==> config.mk <==
export PLATFORM = sky130hd
export DESIGN_NAME = fft_mem_reader_flat
export DESIGN_NICKNAME = d
export VERILOG_FILES = /design/src/rtl/fft_mem_reader_if.sv /design/src/rtl/fft_mem_reader.sv /design/src/flat_wrapper.sv
export SDC_FILE = /design/constraint.sdc
export NUM_CORES = 2
export LEC_CHECK = 0
export CORE_MARGIN = 2
export CORE_UTILIZATION = 50
export CTS_BUF_LIST = sky130_fd_sc_hd__clkbuf_8
export CTS_CLUSTER_DIAMETER = 60
export CTS_CLUSTER_SIZE = 12
export DETAILED_ROUTE_END_ITERATION = 7
export PLACE_DENSITY = 0.73
export SYNTH_ARGS = -nofsm -noshare
export SYNTH_HDL_FRONTEND = slang
export SYNTH_SLANG_ARGS = --single-unit
==> constraint.sdc <==
create_clock -name sclk -period 55.3 [get_ports sclk]
set_clock_uncertainty 0.2 [all_clocks]
set_input_delay 11.06 -clock sclk [delete_from_list [all_inputs] [get_ports sclk]]
set_output_delay 11.06 -clock sclk [all_outputs]
set_load 0.05 [all_outputs]
==> src/rtl/fft_mem_reader_if.sv <==
// Bus bundle between the FFT frame reader, its memory group and the downstream stream sink.
// The master side generates read addresses and drives the output beat stream.
interface fft_mem_reader_if #(
  parameter int SIZE_GROUP  = 8,
  parameter int DWIDTH_BRAM = 64,
  parameter int AWIDTH_BRAM = 12
);
  logic [AWIDTH_BRAM-1:0]            addrc;
  logic [SIZE_GROUP*DWIDTH_BRAM-1:0] mem_dout;
  logic [SIZE_GROUP*DWIDTH_BRAM-1:0] m_tdata;
  logic                              m_tvalid;
  logic                              m_tready;
  logic                              m_tlast;

  modport master (
    output addrc,
    input  mem_dout,
    output m_tdata,
    output m_tvalid,
    output m_tlast,
    input  m_tready
  );

  modport slave (
    input  addrc,
    output mem_dout,
    input  m_tdata,
    input  m_tvalid,
    input  m_tlast,
    output m_tready
  );
endinterface

==> src/rtl/fft_mem_reader.sv <==
// Read-side controller for the FFT ping-pong memory group: scans one LENGTH x LENGTH
// frame in row or column order and streams the returned lane data with backpressure.
module fft_mem_reader #(
  parameter int LENGTH      = 64,
  parameter int SIZE_GROUP  = 8,
  parameter int DWIDTH_BRAM = 64,
  parameter int AWIDTH_BRAM = 12,
  parameter int RD_LATENCY  = 4,
  parameter int FIFO_DEPTH  = 8
) (
  input  logic             sclk,
  input  logic             rst,
  input  logic             start,
  input  logic             transpose,
  output logic             busy,
  output logic             done,
  fft_mem_reader_if.master bus
);
  localparam int DW = SIZE_GROUP * DWIDTH_BRAM;
  localparam int LW = $clog2(LENGTH);
  localparam int PW = (FIFO_DEPTH > 1) ? $clog2(FIFO_DEPTH) : 1;
  localparam int CW = $clog2(FIFO_DEPTH + 1);
  localparam logic [LW-1:0] LAST_RC  = LW'(LENGTH - 1);
  localparam logic [PW-1:0] LAST_PTR = PW'(FIFO_DEPTH - 1);
  localparam logic [CW:0]   DEPTH_C  = (CW+1)'(FIFO_DEPTH);

  typedef enum logic [1:0] {
    IDLE  = 2'd0,
    RUN   = 2'd1,
    DRAIN = 2'd2,
    DONE  = 2'd3
  } state_t;

  state_t                 state_r;
  logic                   tr_r;
  logic                   busy_r;
  logic                   done_r;
  logic [LW-1:0]          row_r;
  logic [LW-1:0]          col_r;
  logic [AWIDTH_BRAM-1:0] addrc_r;
  logic [RD_LATENCY-1:0]  vpipe_r;
  logic [RD_LATENCY-1:0]  lpipe_r;
  logic [CW-1:0]          inflight_r;
  logic [CW-1:0]          st_cnt_r;
  logic [PW-1:0]          wr_ptr_r;
  logic [PW-1:0]          rd_ptr_r;
  logic [DW-1:0]          fifo_data_r [FIFO_DEPTH];
  logic [FIFO_DEPTH-1:0]  fifo_last_r;
  logic [DW-1:0]          out_data_r;
  logic                   out_valid_r;
  logic                   out_last_r;

  logic [CW:0]            occupied_s;
  logic                   issue_s;
  logic                   last_idx_s;
  logic [AWIDTH_BRAM-1:0] addr_s;
  logic                   capture_s;
  logic                   cap_last_s;
  logic                   pop_s;
  logic                   load_s;
  logic                   drained_s;

  function automatic logic [PW-1:0] ptr_next(input logic [PW-1:0] p);
    return (p == LAST_PTR) ? {PW{1'b0}} : p + PW'(1'b1);
  endfunction

  // Per-cycle issue, capture and output-stage decisions; the output register counts
  // toward occupancy so reads in flight can never exceed the space left to hold them.
  always_comb begin
    occupied_s = {1'b0, st_cnt_r} + {1'b0, inflight_r} + {{CW{1'b0}}, out_valid_r};
    issue_s    = (state_r == RUN) && (occupied_s < DEPTH_C);
    last_idx_s = (row_r == LAST_RC) && (col_r == LAST_RC);
    addr_s     = tr_r ? AWIDTH_BRAM'({col_r, row_r}) : AWIDTH_BRAM'({row_r, col_r});
    capture_s  = vpipe_r[RD_LATENCY-1];
    cap_last_s = lpipe_r[RD_LATENCY-1];
    pop_s      = out_valid_r && bus.m_tready;
    load_s     = (st_cnt_r != {CW{1'b0}}) && (!out_valid_r || bus.m_tready);
    drained_s  = (inflight_r == {CW{1'b0}}) && (st_cnt_r == {CW{1'b0}}) && !out_valid_r;
  end

  // Frame control: scan counters, read address and status outputs.
  always_ff @(posedge sclk or posedge rst) begin
    if (rst) begin
      state_r <= IDLE;
      tr_r    <= 1'b0;
      busy_r  <= 1'b0;
      done_r  <= 1'b0;
      row_r   <= {LW{1'b0}};
      col_r   <= {LW{1'b0}};
      addrc_r <= {AWIDTH_BRAM{1'b0}};
    end else begin
      case (state_r)
        IDLE: begin
          if (start) begin
            state_r <= RUN;
            tr_r    <= transpose;
            busy_r  <= 1'b1;
            row_r   <= {LW{1'b0}};
            col_r   <= {LW{1'b0}};
          end
        end
        RUN: begin
          if (issue_s) begin
            addrc_r <= addr_s;
            col_r   <= col_r + LW'(1'b1);
            if (col_r == LAST_RC) begin
              row_r <= row_r + LW'(1'b1);
            end
            if (last_idx_s) begin
              state_r <= DRAIN;
            end
          end
        end
        DRAIN: begin
          if (drained_s) begin
            state_r <= DONE;
            busy_r  <= 1'b0;
            done_r  <= 1'b1;
          end
        end
        DONE: begin
          state_r <= IDLE;
          done_r  <= 1'b0;
        end
        default: begin
          state_r <= IDLE;
          busy_r  <= 1'b0;
          done_r  <= 1'b0;
        end
      endcase
    end
  end

  // Valid pipe matching the memory read latency, with the end-of-frame tag riding along.
  always_ff @(posedge sclk or posedge rst) begin
    if (rst) begin
      vpipe_r    <= {RD_LATENCY{1'b0}};
      lpipe_r    <= {RD_LATENCY{1'b0}};
      inflight_r <= {CW{1'b0}};
    end else begin
      vpipe_r    <= {vpipe_r[RD_LATENCY-2:0], issue_s};
      lpipe_r    <= {lpipe_r[RD_LATENCY-2:0], issue_s && last_idx_s};
      inflight_r <= inflight_r + CW'(issue_s) - CW'(capture_s);
    end
  end

  // Skid storage array; slots are only read after being written, so no reset is needed.
  always_ff @(posedge sclk) begin
    if (capture_s) begin
      fifo_data_r[wr_ptr_r] <= bus.mem_dout;
    end
  end

  // Storage pointers, fill count and the registered first-word output stage.
  always_ff @(posedge sclk or posedge rst) begin
    if (rst) begin
      wr_ptr_r    <= {PW{1'b0}};
      rd_ptr_r    <= {PW{1'b0}};
      st_cnt_r    <= {CW{1'b0}};
      fifo_last_r <= {FIFO_DEPTH{1'b0}};
      out_data_r  <= {DW{1'b0}};
      out_valid_r <= 1'b0;
      out_last_r  <= 1'b0;
    end else begin
      if (capture_s) begin
        fifo_last_r[wr_ptr_r] <= cap_last_s;
        wr_ptr_r              <= ptr_next(wr_ptr_r);
      end
      if (load_s) begin
        out_data_r  <= fifo_data_r[rd_ptr_r];
        out_last_r  <= fifo_last_r[rd_ptr_r];
        out_valid_r <= 1'b1;
        rd_ptr_r    <= ptr_next(rd_ptr_r);
      end else if (pop_s) begin
        out_valid_r <= 1'b0;
        out_last_r  <= 1'b0;
      end
      st_cnt_r <= st_cnt_r + CW'(capture_s) - CW'(load_s);
    end
  end

  assign busy         = busy_r;
  assign done         = done_r;
  assign bus.addrc    = addrc_r;
  assign bus.m_tdata  = out_data_r;
  assign bus.m_tvalid = out_valid_r;
  assign bus.m_tlast  = out_last_r;
endmodule

==> src/flat_wrapper.sv <==
// flat-port wrapper written by rule: the top's interface ports become plain ports
module fft_mem_reader_flat 
#(
  parameter int LENGTH      = 64,
  parameter int SIZE_GROUP  = 8,
  parameter int DWIDTH_BRAM = 64,
  parameter int AWIDTH_BRAM = 12,
  parameter int RD_LATENCY  = 4,
  parameter int FIFO_DEPTH  = 8
)
  (sclk, rst, start, transpose, busy, done, bus_addrc, bus_mem_dout, bus_m_tdata, bus_m_tvalid, bus_m_tlast, bus_m_tready);
  fft_mem_reader_if #(.SIZE_GROUP(SIZE_GROUP), .DWIDTH_BRAM(DWIDTH_BRAM), .AWIDTH_BRAM(AWIDTH_BRAM)) bus_i ();
  input  logic sclk;
  input  logic rst;
  input  logic start;
  input  logic transpose;
  output logic busy;
  output logic done;
  output wire logic [$bits(bus_i.addrc)-1:0] bus_addrc;
  input wire logic [$bits(bus_i.mem_dout)-1:0] bus_mem_dout;
  output wire logic [$bits(bus_i.m_tdata)-1:0] bus_m_tdata;
  output wire logic [$bits(bus_i.m_tvalid)-1:0] bus_m_tvalid;
  output wire logic [$bits(bus_i.m_tlast)-1:0] bus_m_tlast;
  input wire logic [$bits(bus_i.m_tready)-1:0] bus_m_tready;
  assign bus_addrc = bus_i.addrc;
  assign bus_i.mem_dout = bus_mem_dout;
  assign bus_m_tdata = bus_i.m_tdata;
  assign bus_m_tvalid = bus_i.m_tvalid;
  assign bus_m_tlast = bus_i.m_tlast;
  assign bus_i.m_tready = bus_m_tready;
  fft_mem_reader #(.LENGTH(LENGTH), .SIZE_GROUP(SIZE_GROUP), .DWIDTH_BRAM(DWIDTH_BRAM), .AWIDTH_BRAM(AWIDTH_BRAM), .RD_LATENCY(RD_LATENCY), .FIFO_DEPTH(FIFO_DEPTH)) u_core (.sclk(sclk), .rst(rst), .start(start), .transpose(transpose), .busy(busy), .done(done), .bus(bus_i));
endmodule
# Yosys cells after proc, flatten, opt, wreduce, memory -nomap -nowiden
# Memories as Yosys holds them, arrays and structs flattened. A register that Yosys moved wholly into a read port is not among the register bits.
# Cells that the tools add are included.
[op_classes] n_mux=29 div_mod_pow=0 eq_ne=12 bitwise_logic=0 n_shift=0 mul=0 n_reduce_logical=25 order_cmp=4 addsub=10
[op_table] cell="6-bit 2-to-1 mux" n=4
[op_table] cell="6-bit case mux with 2 select lines" n=2
[op_table] cell="6-bit by 1-bit adder with 6-bit output, second input constant" n=2
[op_table] cell="6-bit == test, second input constant" n=2
[op_table] cell="12-bit 2-to-1 mux" n=1
[op_table] cell="1-bit 2-to-1 mux" n=10
[op_table] cell="4-bit by 1-bit adder with 4-bit output" n=2
[op_table] cell="8-bit bitwise mux" n=1
[op_table] cell="1-bit logical AND" n=8
[op_table] cell="4-bit zero test" n=2
[op_table] cell="3-bit by 4-bit < comparator with 1-bit output, second input constant" n=2
[op_table] cell="2-bit 2-to-1 mux" n=4
[op_table] cell="2-bit case mux with 4 select lines" n=1
[op_table] cell="4-bit AND reduction" n=2
[op_table] cell="2-bit nonzero test" n=4
[op_table] cell="4-bit by 1-bit subtractor with 4-bit output" n=2
[op_table] cell="3-bit by 1-bit adder with 3-bit output, second input constant" n=2
[op_table] cell="3-bit == test, second input constant" n=2
[op_table] cell="3-bit 2-to-1 mux" n=2
[op_table] cell="2-bit by 1-bit inequality test with 1-bit output, second input constant" n=3
[op_table] cell="2-bit AND reduction" n=3
[op_table] cell="3-bit AND reduction" n=2
[op_table] cell="4-bit by 4-bit adder with 5-bit output" n=1
[op_table] cell="5-bit by 1-bit adder with 5-bit output" n=1
[op_table] cell="12 further kinds" n=15
[totals] ram_bits=4096 input_bits=517 reg_bits=61 memories=1 romBits=0 latch_bits=0
[memory_table] memory="u_core.fifo_data_r" depth=8 width=512 rd=1 rd_ports_with_merged_regs=1 wr=1 line="fft_mem_reader.sv:47" rtl="logic [DW-1:0] fifo_data_r [FIFO_DEPTH];"

# Logic depth before layout (Yosys ltp)
[logic_depth] ltp_word=6 mapped_depth=14

# Worst setup path before layout
# Ideal clock, no wire load.
[synth_path] kind="register -> register" start="register u_core.wr_ptr_r[1]" end="register u_core.fifo_last_r[4]" path_stages_with_launch=3 arrival_time_ns=39.229 setup_slack_ns=15.674 setup_ns=0.197 path_buffers=0 period_less_slack_ns=39.626 required_ns=54.903 path_cell_list="dfrtp_1 -> nor3_1 -> mux2_2"
[synth_via] elab_chain_cells=5 elab_cells_between_ends=6 cone_classes="2 x order compare; 3 x mux; 1 x reduce/logical"
[synth_rtl] element="start, declared" line="fft_mem_reader.sv:45" rtl="logic [PW-1:0] wr_ptr_r;"
[synth_rtl] element="start signal, assigned" line="fft_mem_reader.sv:157" rtl="wr_ptr_r <= {PW{1'b0}};"
[synth_rtl] element="start signal, assigned" line="fft_mem_reader.sv:167" rtl="wr_ptr_r <= ptr_next(wr_ptr_r);"
[synth_rtl] element="3-bit by 4-bit < comparator with 1-bit output (implied by the code) / 3-bit by 1-bit greater-or-equal comparator with 1-bit output (equally long branches)" line="fft_mem_reader.sv:166" rtl="fifo_last_r[wr_ptr_r] <= cap_last_s;"
[synth_rtl] element="1-bit logical AND (implied by the code)" line="fft_mem_reader.sv:166"
[synth_rtl] element="1-bit 2-to-1 mux (implied by the code)" line="fft_mem_reader.sv:166"
[synth_rtl] element="1-bit demux with 3-bit select *"
[synth_rtl] element="8-bit bitwise mux *" line="fft_mem_reader.sv:166"
[synth_rtl] element="end signal, assigned" line="fft_mem_reader.sv:160" rtl="fifo_last_r <= {FIFO_DEPTH{1'b0}};"
[synth_rtl] element="end signal, assigned by index" line="fft_mem_reader.sv:166"
[synth_rtl] element="end, declared" line="fft_mem_reader.sv:48" rtl="logic [FIFO_DEPTH-1:0] fifo_last_r;"
# Mark *: on every way between the ends. The rest lies on a longest branch, timed or not.
# A chain may end at the register's enable or synchronous reset.

# Worst setup path after layout
[layout_path] start="input bus_m_tready" end="register u_core.out_data_r[180] (netlist: u_core.bus.m_tdata[180]), read port of u_core.fifo_data_r"
[layout_via] elab_chain_cells=2
[layout_rtl] element="start, declared" line="flat_wrapper.sv:24" rtl="input wire logic [$bits(bus_i.m_tready)-1:0] bus_m_tready;"
[layout_rtl] element="1-bit logical OR" line="fft_mem_reader.sv:77" rtl="load_s = (st_cnt_r != {CW{1'b0}}) && (!out_valid_r || bus.m_tready);"
[layout_rtl] element="1-bit logical AND" line="fft_mem_reader.sv:77"
[layout_rtl] element="end, declared" line="fft_mem_reader.sv:49" rtl="logic [DW-1:0] out_data_r;"
# No other way between the ends.

==> flow_summary.toml <==
[clock_tree]
ctsResizeCount = 0
worstSkewPairLatency_ps = 1130
cts_sinks = 4669
cts_tree = "yes"
htreeDepth = 5
clockBufferDepth = 4
holdBufCountCts = 0
clk_pin_slew_worst_paths_ps = 80
cts_post_setup_buffers_inserted = 0
cts_buffers = 436
cts_root_buffer = "clkbuf_8"

[detailed_routing]
antenna_left = 0
routed-via-count = 81600
drt_pass1_iterations = 6
drc_errors = 0
first_iter_violations = 8220
wire_per_inst_um = 28.0
via_per_inst = 5.78
wirelength_mm = 395

[critical_path]
r2r-end = "u_core.bus.m_tdata[262]"
end_kind = "flop"
crit_fanout = 81
r2r.worst_path.cells = 8
r2r-start = "u_core.rd_ptr_r[1]"
cp_data_arrival_time_ps = 15960
criticalPathCategory = "input port to flop"
regToRegSetupSlack_ps = 48780
start_kind = "input port"
cp.required_ps = 56020

[logic_synthesis]
yosysTopAreaCellShare = 0.709
synth-async-reset-ratio = 0.123
ys_seq_area_frac = 0.792
ys_warn_count = 0
netlist_top_cells_area = "edfxtp_1, mux4_2, dfrtp_1"
synth_top_area_cell = "edfxtp_1"
syn_nets = 8409
netlist_area_um2 = 173000
syn_avg_cell_area_um2 = 22.0
synth_seq_cells = 4669
syn_inst = 7866
synth_top_flop_cell = "edfxtp_1"
ys_types = 50
synth_edf_count = 4096

[power]
power_frac_clock = 0.201
p_leak_nw = 64.7
switching_share = 0.344
p_int_mw = 6.22
switchingPower_mw = 3.25
p_per_area_nw_per_um2 = 48.0
pwr-share-comb = 0.336
total_power_mw = 9.47
seqPwrFrac = 0.462
ir_drop_mv = 0.0615

[sta]
setup_viol = 0
slew_headroom = 0.115
max_freq_mhz = 65.6
fin_crit_sh = 0.276
rsz0062_at_grt = "no"
setup_ws_ps = 40060
worst_pin_slew_ps = 1310
hold_slack_ps = 134
hold_viol = 0
period_minus_slack_ps = 15240
slew_violations = 0
tns_ps = 0

[hold_path]
min_from = "u_core.lpipe_r[0]"
holdPathEnd = "u_core.lpipe_r[1]"
whs_path_depth = 0
hp-class = "flop to flop"

[floorplan]
num_rows = 216
die_area_um2 = 352000
core_um2 = 346000
die_y_um = 593
die_w_um = 593
pin_count = 1045
start_util = 0.502

[grt]
grt_pass1_wl_mm = 569
antenna_found_initial = 158
grtUsageTotal = 0.220
grt_max_degree = 197
overflow = 0
first_global_vias = 83200

[job]
maxCapViolations = 0

[layout]
fin_util = 0.571
syn_to_final_growth_pct = 13.7
finalNetCount = 9628
instances_no_fill = 14100
fin_area_um2 = 197000
drive_gt1_frac = 0.179

[place]
port_buffers = 1044
postPlaceCellArea_um2 = 189000
preCtsSetupSlack_ps = 38990
numPlacedInstances = 13200
gp_congestion = 0.786
hpwl_mm = 231

[run_status]
status = "finished, final reports clean"
[synth_stat cells (2+ instances only)]
cell type and n:
xnor2_1 2, o211ai_1 5, fa_1 2, buf_1 97
a21oi_1 8, mux2i_1 526, nor3_1 5, ha_1 24
xor2_1 2, and3_1 2, nor4_1 2, nor2b_1 4
mux2_2 10, a22o_1 4, dfrtp_1 573, a211o_1 2
nand4_1 5, buf_2 197, nand4b_1 2, o21ai_0 536
mux4_2 1026, a31oi_1 2, nand2b_1 7, nand3_1 5
edfxtp_1 4096, a21o_1 5, nand2_1 548, o31ai_1 2
inv_1 23, o21a_1 2, clkbuf_1 113, nor2_1 11
[cell families (layout without fill, tap and decap cells)]
group,after synthesis,after routing,synth area share
buffers and inverters,431,2021,0.0108
adder cells (fa/ha/maj),26,26,0.00196
multiplexers,1563,1563,0.164
AND/OR/NAND/NOR,600,600,0.0138
AO/OA/AOI/OAI,573,573,0.0170
XOR/XNOR,4,4,0.000202
flip-flops,4669,4669,0.792
other,0,75,0
[power by group through the flow]
stage | sequential, mW | clock [mW] | combinational, mW
6_report | 4.38 | 1.91 | 3.19
5_1_grt | 4.41 | 2.08 | 3.37
4_1_cts | 4.38 | 1.96 | 3.23
3_5_place_dp | 4.45 | 0 | 3.23
3_3_place_gp | 4.44 | 0 | 3.18
2_1_floorplan | 5.17 | 0 | 1.57
[state kept, by name, indices dropped and copies added, names as in the netlist, 2 cells and up]
name                cells
u_core.state_r          2
u_core.fifo_data_r   4096
u_core.inflight_r       4
u_core.bus.m_tdata    512
u_core.bus.addrc       12
u_core.lpipe_r          4
u_core.wr_ptr_r         3
u_core.vpipe_r          4
u_core.row_r            6
u_core.rd_ptr_r         3
u_core.st_cnt_r         4
u_core.col_r            6
u_core.fifo_last_r      8
[worst max-delay path, stage by stage]
cell             delay, ps
clkdlybuf4s50_1        480
nand2b_1               230
nand2b_4               490
buf_4                  680
buf_4                  550
buf_4                  560
buf_4                  680
buf_4                  710
o21ai_0                240
[cell type report]
class / count / area [um^2]
Multi-Input combinational cell: 2766 / 34300
Tap cell: 4578 / 5730
Clock buffer: 444 / 6110
Sequential cell: 4669 / 137000
Inverter: 23 / 93.8
Clock inverter: 365 / 1690
Antenna cell: 75 / 188
Fill cell: 24700 / 148000
Timing Repair Buffer: 1189 / 11800
[worst max-delay path by stage]
stage                                  start                       to  slack (ps)  cells after the start
after floorplan           u_core.wr_ptr_r[1]    u_core.fifo_last_r[4]       15670                      2
after global placement          bus_m_tready  u_core.bus.m_tdata[184]       39100                      9
after detailed placement        bus_m_tready  u_core.bus.m_tdata[180]       38990                      9
after CTS                       bus_m_tready  u_core.bus.m_tdata[180]       40240                      9
after global routing            bus_m_tready  u_core.bus.m_tdata[423]       39770                      9
final                           bus_m_tready  u_core.bus.m_tdata[180]       40060                      9
[per-layer routing]
layer / vias up / global-route usage / part of all wire
met5: - / 0 / 0.0019
met2: 2982 / 0.354 / 0.49
met3: 728 / 0.0673 / 0.091
li1: 34600 / - / -
met4: 122 / 0.0680 / 0.030
met1: 43100 / 0.290 / 0.39
[placed cells by master, fill, tap and decap left out, types with 4 or more instances in the layout]
| cell type | instances |
|---|---|
| a21o_1 | 5 |
| a21oi_1 | 8 |
| a22o_1 | 4 |
| buf_12 | 23 |
| buf_4 | 122 |
| clkbuf_8 | 444 |
| clkdlybuf4s50_1 | 1044 |
| clkinv_2 | 8 |
| clkinv_8 | 4 |
| clkinvlp_4 | 10 |
| dfrtp_1 | 570 |
| diode_2 | 75 |
| edfxtp_1 | 4096 |
| ha_1 | 24 |
| inv_1 | 343 |
| inv_6 | 6 |
| inv_8 | 8 |
| mux2_2 | 10 |
| mux2i_1 | 526 |
| mux4_2 | 1026 |
| nand2_1 | 548 |
| nand2b_1 | 6 |
| nand3_1 | 5 |
| nand4_1 | 5 |
| nor2_1 | 5 |
| nor2_4 | 6 |
| nor2b_1 | 4 |
| o211ai_1 | 5 |
| o21ai_0 | 536 |
Note: power is estimated with default switching activity, not from simulation.
